`config.mk`:
```
export PLATFORM = sky130hd
export DESIGN_NAME = tmds_decoder
export DESIGN_NICKNAME = d
export VERILOG_FILES = /design/src/rtl/tmds_decoder.sv
export SDC_FILE = /design/constraint.sdc
export NUM_CORES = 1
export LEC_CHECK = 0
export ABC_AREA = 1
export BUFFER_PORTS_ARGS = -buffer_cell sky130_fd_sc_hd__buf_4
export CAP_MARGIN = 20
export CORE_MARGIN = 2
export CORE_UTILIZATION = 65
export CTS_BUF_LIST = sky130_fd_sc_hd__clkbuf_4 sky130_fd_sc_hd__clkbuf_8
export CTS_CLUSTER_SIZE = 25
export DETAILED_ROUTE_END_ITERATION = 8
export PLACE_DENSITY = 0.84
export SYNTH_ARGS = -nofsm -noshare
export SYNTH_HDL_FRONTEND = slang
export SYNTH_SLANG_ARGS = --single-unit
```
`constraint.sdc`:
```
create_clock -name clk -period 5.25 [get_ports clk]
set_input_delay 1.05 -clock clk [delete_from_list [all_inputs] [get_ports clk]]
set_output_delay 1.05 -clock clk [all_outputs]
set_load 0.05 [all_outputs]
```
`src/rtl/tmds_decoder.sv`:
```
// TMDS receive channel decoder: word alignment search, lock tracking,
// and 10b->8b symbol decode with control-token detection.
module tmds_decoder #(
  parameter int LOCK_COUNT    = 16,
  parameter int SEARCH_WINDOW = 2048,
  parameter int LOSS_TIMEOUT  = 4096,
  parameter int CNT_W         = 13
) (
  input  logic       clk,
  input  logic       reset,
  input  logic [9:0] raw_in,
  output logic [7:0] data,
  output logic [1:0] c,
  output logic       de,
  output logic       locked,
  output logic [3:0] bit_offset
);

  localparam logic [0:0] S_SEARCH = 1'b0;
  localparam logic [0:0] S_LOCKED = 1'b1;

  localparam logic [9:0] TOK0 = 10'b1101010100;
  localparam logic [9:0] TOK1 = 10'b0010101011;
  localparam logic [9:0] TOK2 = 10'b0101010100;
  localparam logic [9:0] TOK3 = 10'b1010101011;

  localparam logic [CNT_W-1:0] CNT_MAX  = '1;
  localparam logic [CNT_W-1:0] LOCK_N   = CNT_W'(LOCK_COUNT);
  localparam logic [CNT_W-1:0] WIN_LAST = CNT_W'(SEARCH_WINDOW - 1);
  localparam logic [CNT_W-1:0] LOSS_N   = CNT_W'(LOSS_TIMEOUT);

  logic [9:0]       raw_d1_q;
  logic [9:0]       sym_q, sym_d;
  logic [0:0]       state_q, state_d;
  logic [3:0]       off_q, off_d;
  logic [CNT_W-1:0] tok_run_q, tok_run_d;
  logic [CNT_W-1:0] win_cnt_q, win_cnt_d;
  logic [CNT_W-1:0] gap_cnt_q, gap_cnt_d;
  logic             hold_q, hold_d;
  logic [7:0]       data_q, data_d;
  logic [1:0]       c_q, c_d;
  logic             de_q, de_d;
  logic             locked_q;

  logic       is_tok;
  logic       tok_seen;
  logic [1:0] tok_c;
  logic [7:0] dword;
  logic [7:0] dec;
  logic [19:0] win;

  // Select the 10-bit symbol at the current offset from two adjacent words
  always_comb begin
    win   = {raw_in, raw_d1_q};
    sym_d = 10'(win >> off_q);
  end

  // Recognise the four control tokens on the aligned symbol
  always_comb begin
    is_tok = 1'b1;
    tok_c  = 2'b00;
    unique case (1'b1)
      (sym_q == TOK0): tok_c = 2'b00;
      (sym_q == TOK1): tok_c = 2'b01;
      (sym_q == TOK2): tok_c = 2'b10;
      (sym_q == TOK3): tok_c = 2'b11;
      default:         is_tok = 1'b0;
    endcase
  end

  // Undo the optional inversion, then the XOR/XNOR chain
  always_comb begin
    dword  = sym_q[9] ? ~sym_q[7:0] : sym_q[7:0];
    dec    = '0;
    dec[0] = dword[0];
    for (int i = 1; i < 8; i++) begin
      dec[i] = sym_q[8] ? (dword[i] ^ dword[i-1])
                        : ~(dword[i] ^ dword[i-1]);
    end
  end

  // Alignment search and lock supervision
  always_comb begin
    state_d   = state_q;
    off_d     = off_q;
    tok_run_d = tok_run_q;
    win_cnt_d = win_cnt_q;
    gap_cnt_d = gap_cnt_q;
    hold_d    = 1'b0;
    tok_seen  = is_tok & ~hold_q;
    unique case (state_q)
      S_SEARCH: begin
        if (!tok_seen)
          tok_run_d = '0;
        else if (tok_run_q != CNT_MAX)
          tok_run_d = tok_run_q + 1'b1;
        if (win_cnt_q != CNT_MAX)
          win_cnt_d = win_cnt_q + 1'b1;
        if (tok_run_d >= LOCK_N) begin
          state_d   = S_LOCKED;
          tok_run_d = '0;
          win_cnt_d = '0;
          gap_cnt_d = '0;
        end else if (win_cnt_q >= WIN_LAST) begin
          off_d     = (off_q == 4'd9) ? 4'd0 : off_q + 4'd1;
          tok_run_d = '0;
          win_cnt_d = '0;
          hold_d    = 1'b1;
        end
      end
      default: begin
        if (is_tok)
          gap_cnt_d = '0;
        else if (gap_cnt_q != CNT_MAX)
          gap_cnt_d = gap_cnt_q + 1'b1;
        if (gap_cnt_d >= LOSS_N) begin
          state_d   = S_SEARCH;
          gap_cnt_d = '0;
          tok_run_d = '0;
          win_cnt_d = '0;
        end
      end
    endcase
  end

  // Next output values; forced to zero whenever not locked
  always_comb begin
    data_d = '0;
    c_d    = '0;
    de_d   = 1'b0;
    if (state_d == S_LOCKED) begin
      if (is_tok) begin
        data_d = data_q;
        c_d    = tok_c;
      end else begin
        data_d = dec;
        c_d    = c_q;
        de_d   = 1'b1;
      end
    end
  end

  // Pipeline, FSM and output registers
  always_ff @(posedge clk or posedge reset) begin
    if (reset) begin
      raw_d1_q  <= '0;
      sym_q     <= '0;
      state_q   <= S_SEARCH;
      off_q     <= '0;
      tok_run_q <= '0;
      win_cnt_q <= '0;
      gap_cnt_q <= '0;
      hold_q    <= 1'b0;
      data_q    <= '0;
      c_q       <= '0;
      de_q      <= 1'b0;
      locked_q  <= 1'b0;
    end else begin
      raw_d1_q  <= raw_in;
      sym_q     <= sym_d;
      state_q   <= state_d;
      off_q     <= off_d;
      tok_run_q <= tok_run_d;
      win_cnt_q <= win_cnt_d;
      gap_cnt_q <= gap_cnt_d;
      hold_q    <= hold_d;
      data_q    <= data_d;
      c_q       <= c_d;
      de_q      <= de_d;
      locked_q  <= (state_d == S_LOCKED);
    end
  end

  assign data       = data_q;
  assign c          = c_q;
  assign de         = de_q;
  assign locked     = locked_q;
  assign bit_offset = off_q;

endmodule

```
# [Yosys cells after proc, flatten, opt, wreduce, memory -nomap -nowiden]
# Cells that the tools add are included.
[word_totals] inputBits=12 wordCells=94 ff_bits=76
[classes] n_reduce_logical=5 addsub=4 shifts=1 bitwise=19 eq_ne=11 mux=40 n_lt_le_gt_ge=3
[ops] operator="$mux W13" n=17
[ops] operator="$add A13 B1 Y13 const B" n=3
[ops] operator="$ne A13 B13 Y1 const B" n=3
[ops] operator="$mux W8" n=3
[ops] operator="$eq A10 B10 Y1 const B" n=2
[ops] operator="$shr A20 B4 Y10" n=1
[ops] operator="$mux W1" n=16
[ops] operator="$ge A13 B11 Y1 const B" n=1
[ops] operator="$ge A13 B13 Y1 const B" n=1
[ops] operator="$ge A13 B5 Y1 const B" n=1
[ops] operator="$eq A10 B8 Y1 const B" n=1
[ops] operator="$eq A10 B9 Y1 const B" n=1
[ops] operator="$not A1 Y1" n=10
[ops] operator="$not A8 Y8" n=1
[ops] operator="$xor A1 B1 Y1" n=7
[ops] operator="$pmux W2 S3" n=1
[ops] operator="$add A4 B1 Y4 const B" n=1
[ops] operator="$eq A4 B4 Y1 const B" n=1
[ops] operator="$mux W2" n=2
[ops] operator="$mux W4" n=1
[ops] operator="$ne A2 B1 Y1 const B" n=2
[ops] operator="$reduce_bool A4 Y1" n=1
[ops] operator="$reduce_or A4 Y1" n=1
[ops] operator="$reduce_and A3 Y1" n=1
[ops] operator="4 further kinds" n=4

# [Logic depth before layout (Yosys ltp)]
[depth] word_depth=10 mapped_depth=15 ltp_nobuf=14

# [Worst setup path before layout]
# No wires, ideal clock.
[synth_path] path_type="reg-to-reg" from="reg off_q[0], in the netlist bit_offset[0]" to="reg sym_q[4]" setup_slack_ns=3.341 period_less_slack_ns=1.909 path_buffers=1 t_arrival_ns=1.770 required_ns=5.111 stages_incl_launch_ff=9 cell_sequence="dfrtp_1 > clkinv_1 > clkbuf_1 > nand2_1 > nand2_1 > o21ai_0 > inv_1 > o21ai_0 > o221ai_1"
[synth_via] elab_chain_cells=1
[synth_rtl] item="start, declared" line="35" rtl="logic [3:0] off_q, off_d;"
[synth_rtl] item="start signal, assigned" line="149" rtl="off_q <= '0;"
[synth_rtl] item="start signal, assigned" line="162" rtl="off_q <= off_d;"
[synth_rtl] item="$shr A20 B4 Y10" line="55" rtl="sym_d = 10'(win >> off_q);"
[synth_rtl] item="via sym_d[4]" line="33" rtl="logic [9:0] sym_q, sym_d;"
[synth_rtl] item="end signal, assigned" line="160" rtl="sym_q <= sym_d;"
[synth_rtl] item="end, declared" line="33"
# The timed path passes the listed nets, and every way through them passes these cells.
# A chain may end at the register's enable or synchronous reset.

# [Worst setup path after layout]
[layout_path] from="reg off_q[0], in the netlist bit_offset[0]" to="reg sym_q[0]"
# Same word-level chain as after synthesis.

==> out/results.md <==
| Stage | Metric | This run |
| --- | --- | --- |
| run status | Status | completed |
| worst setup path | CP required | 5.47 ns |
| worst setup path | Data arrival, critical path | 2.83 ns |
| worst setup path | Dominant cell type by count on the critical path | sky130_fd_sc_hd__nand2_1 |
| worst setup path | Delay of the slowest critical-path stage | 0.86 ns |
| routing | Residual antenna-violating net count after detailed routing | 0 |
| sta | Transition at the pin with the smallest max-transition slack | 0.9581 ns |
| clocking | Longest Clk Path Bufs | 2 |
| cells and area | Number of nets at the end of the flow | 682 |
| global route | Total global-route track usage | 0.2831 |
| sta | Number of endpoints with negative hold slack in the final report | 0 |
| clocking | Quantity of hold-fixing buffers added after cts | 0 |
| worst setup path | CP bufs+invs | 1 |
| min path | Worst min-delay path endpoint | c[1] |
| clocking | Number of CTS-inserted buffers | 9 |
| logic synthesis | Count of flip-flops with a built-in enable after synthesis | 0 |
| global route | Total grt overflow | 0 |
| clocking | Root cell of the clock tree | sky130_fd_sc_hd__clkbuf_8 |
| min path | Hold path depth | 2 |
| cells and area | Antenna diode count | 0 |
| worst setup path | Critical path start-end classification | reg2reg |
| cells and area | FILL cells | 621 |
| routing | Via total after detailed routing | 4431 |
| floorplanning | Top-level port count | 28 |
| logic synthesis | Combined area of all synthesized cells | 4730 um^2 |
| worst setup path | Type of element launching the critical path | flop |
| logic synthesis | Syn. warnings | 0 |
| sta | Number of slew-limit violations in the final report | 0 |
| worst setup path | Reg2Reg Launch Point | bit_offset[0] |
| global route | Antenna violations before repair | 0 |
| routing | Number of search-and-repair iterations in the first detailed-routing pass | 5 |
| logic synthesis | Synthesized instance count | 651 |
| clocking | # H-tree levels | 3 |
| sta | Clock Skews | 0.01234 ns |
| clocking | TritonCTS sink count | 76 |
| cells and area | Post-route non-filler standard cell count | 771 |
| worst setup path | Reg2Reg Setup Slack | 2.64 ns |
| sta | Worst relative slew slack | 0.3604 |
| sta | RSZ-0062 raised after global routing | false |
| clocking | Worst-path clk slew | 0.08 ns |
| sta | Fmax achieved | 0.3829 GHz |
| logic synthesis | Average cell area after synthesis | 7.265 um^2 |
| placed design | # placed instances | 755 |
| power and ir drop | Design Power | 0.001124 W |
| global route | Vias in the first global route | 3993 |
| global route | Largest net degree at the start of global routing | 44 |
| worst setup path | Slowest cell on the critical path | sky130_fd_sc_hd__dfrtp_1 |
| floorplanning | Area inside the core boundary | 7137 um^2 |
| floorplanning | Floorplan row count | 31 |
| logic synthesis | Post-synth top area share | 0.4021 |
| routing | First-iteration detailed-routing DRC count | 216 |
| worst setup path | Cell type group with the largest total delay on the critical path | flip-flops |
| min path | Kind of path behind the tightest hold check | reg2reg |
| logic synthesis | Synth top area cells | sky130_fd_sc_hd__dfrtp_1 40%, sky130_fd_sc_hd__nand2_1 15%, sky130_fd_sc_hd__nand3_1 7.4%, sky130_fd_sc_hd__inv_1 5.1%, sky130_fd_sc_hd__nor2_1 4.4% |
| floorplanning | Die Footprint | 7974 um^2 |
| logic synthesis | Post-synthesis cell type with the largest combined area | sky130_fd_sc_hd__dfrtp_1 |
| worst setup path | Critical path cell sequence | clkinv_1 -> nand2_1 -> nand2_1 -> o21ai_0 -> nor2_1 -> a31oi_1 -> a21oi_1 |
| placed design | Detailed placement HPWL | 7627 um |
| logic synthesis | Post-synth ARST share | 1.000 |
| sta | Final number of setup-violating endpoints | 0 |
| routing | Avg WL per Cell | 13.84 um |
| power and ir drop | Worst vdd rail ir drop | 0.1608 mV |
| cells and area | Area added between synthesis and finish | 8.836% |
| logic synthesis | Cell variety after synth | 48 |
| min path | Hold path startpoint | c[1] |
| power and ir drop | Power per cell area | 218.4 nW/um^2 |
| placed design | Final estimated routing congestion in global placement | 0.9279 |
| clocking | Clock tree from TritonCTS | built |
| logic synthesis | Post-Synthesis Net Count | 666 |
| logic synthesis | Dominant register cell in the synthesized netlist | sky130_fd_sc_hd__dfrtp_1 |
| sta | Final critical path time including I/O delays and setup | 2.612 ns |
| worst setup path | Number of cells on the worst reg-to-reg path | 7 |
| clocking | Buffer count from post-CTS setup fixing | 0 |
| flow run | Number of max-cap violations | 0 |
| floorplanning | Initial Utilization | 0.6627 |
| worst setup path | Crit Reg-Reg Endpoint | sym_q[0] |
| placed design | Quantity of I/O buffers inserted on ports | 27 |
| routing | DRC Markers | 0 |
| placed design | Post-placement worst setup slack | 2.679 ns |
| routing | Final WL | 10670 um |
| worst setup path | Maximum fanout along the worst path | 24 |
| logic synthesis | Share of the yosys chip area belonging to registers | 0.4021 |
| sta | Final worst-path setup slack | 2.638 ns |
| floorplanning | Die width | 89.30 um |
| clocking | CTS resizes | 0 |
| sta | Share of the clock period used by the worst path | 0.4975 |
| logic synthesis | Number of synthesized register bits | 76 |
| cells and area | Proportion of layout cells with a drive suffix above 1 | 0.1190 |
| sta | Sum Neg Setup Slack | 0 ns |
| worst setup path | Type of element capturing the critical path | flop |
| power and ir drop | Leak | 2.592 nW |
| routing | Vias per inst | 5.747 |
| floorplanning | Die span in y | 89.30 um |
| clocking | Clock latency on the worst-skew pair | 0.36 ns |
| global route | Wire length of the first global-routing pass | 17720 um |
-- flip-flops by register name, indices dropped and copies added (netlist names) --
register / count
gap_cnt_q: 13
tok_run_q: 13
win_cnt_q: 13
raw_d1_q: 10
sym_q: 10
data: 8
bit_offset: 4
c: 2
de: 1
hold_q: 1
locked: 1
-- per-layer routing --
| layer | up-vias | GRT usage | share of wire |
|---|---|---|---|
| li1 | 2164 | - | - |
| met2 | 169 | 0.4721 | 0.48 |
| met1 | 2077 | 0.3729 | 0.44 |
| met3 | 21 | 0.05078 | 0.063 |
| met5 | - | 0 | 0 |
| met4 | 0 | 0.09769 | 0.014 |
-- power breakdown --
part	switching, W	total (W)	internal [W]	leakage [nW]
sequential	0.00000785	0.000600	0.000593	1.00
combinational	0.0000384	0.0000582	0.0000199	1.49
clock	0.000226	0.000466	0.000240	0.103
-- placed cells by master, fill, tap and decap left out, types with 7 or more instances in the layout --
cell type / count
sky130_fd_sc_hd__dfrtp_1: 76
sky130_fd_sc_hd__nand4_1: 30
sky130_fd_sc_hd__nand3_1: 70
sky130_fd_sc_hd__buf_4: 28
sky130_fd_sc_hd__nor3_1: 10
sky130_fd_sc_hd__a21oi_1: 7
sky130_fd_sc_hd__xor2_1: 14
sky130_fd_sc_hd__nand2_1: 191
sky130_fd_sc_hd__clkbuf_8: 10
sky130_fd_sc_hd__nor2_1: 56
sky130_fd_sc_hd__inv_1: 63
sky130_fd_sc_hd__o21ai_0: 31
sky130_fd_sc_hd__o21ai_2: 11
-- cell usage after synthesis, types with 4 or more instances --
cell / instances
sky130_fd_sc_hd__nand3_1: 70
sky130_fd_sc_hd__nor2_2: 5
sky130_fd_sc_hd__o21ai_0: 31
sky130_fd_sc_hd__nor3_1: 10
sky130_fd_sc_hd__nand2_1: 191
sky130_fd_sc_hd__o21ai_2: 11
sky130_fd_sc_hd__nor4_1: 4
sky130_fd_sc_hd__inv_2: 4
sky130_fd_sc_hd__dfrtp_1: 76
sky130_fd_sc_hd__xor2_1: 14
sky130_fd_sc_hd__clkbuf_1: 11
sky130_fd_sc_hd__o211ai_1: 5
sky130_fd_sc_hd__a21oi_1: 7
sky130_fd_sc_hd__nand4_1: 30
sky130_fd_sc_hd__mux2i_1: 4
sky130_fd_sc_hd__buf_2: 7
sky130_fd_sc_hd__nor2_1: 56
sky130_fd_sc_hd__inv_1: 64
sky130_fd_sc_hd__nand2_2: 4
-- cells by family (layout without fill, tap and decap cells) --
logic type | count (synthesis) | in the layout | share of synthesized area
buffers and inverters | 94 | 115 | 0.08201
multiplexers | 4 | 4 | 0.008466
adder cells (fa/ha/maj) | 3 | 3 | 0.007937
AND/OR/NAND/NOR | 387 | 387 | 0.3738
AO/OA/AOI/OAI | 71 | 71 | 0.09603
XOR/XNOR | 16 | 16 | 0.02963
flip-flops | 76 | 76 | 0.4021
-- through the flow --
step                hold WS (ns)  instance area, um^2  utilization
finish                    0.4910                 5147       0.7212
global route              0.5123                 5147       0.7212
CTS                       0.4990                 5147       0.7212
detailed placement        0.4801                 4942       0.6925
global placement          0.4640                 4942       0.6925
floorplan                 0.4550                 4730            -
-- cell type report --
type	instances	area [um^2]	share of cell area
repair buffers	28	210.2	0.04084
clock buffers	11	145.1	0.02820
clock inverters	5	60.06	0.01167
well taps	99	123.9	0.02406
inverters	71	266.5	0.05177
flip-flops and latches	76	1902	0.3695
multi-input cells	481	2440	0.4740
-- how the worst max path moves through the flow --
stage,start,to,slack (ns),cells past startpoint
floorplan,reset,bit_offset[0],2.26,1
global placement,bit_offset[0],sym_q[7],2.66,6
detailed placement,bit_offset[0],sym_q[8],2.68,7
CTS,bit_offset[0],bit_offset[0],2.61,1
global route,bit_offset[0],sym_q[8],2.36,7
finish,bit_offset[0],sym_q[0],2.64,7
-- worst reg2reg max path, stage by stage (launching register included) --
cell                       delay, ns
sky130_fd_sc_hd__dfrtp_1        0.86
sky130_fd_sc_hd__clkinv_1       0.64
sky130_fd_sc_hd__nand2_1        0.17
sky130_fd_sc_hd__nand2_1        0.11
sky130_fd_sc_hd__o21ai_0        0.30
sky130_fd_sc_hd__nor2_1         0.07
sky130_fd_sc_hd__a31oi_1        0.21
sky130_fd_sc_hd__a21oi_1        0.10
(Power assumes the default switching activity.)
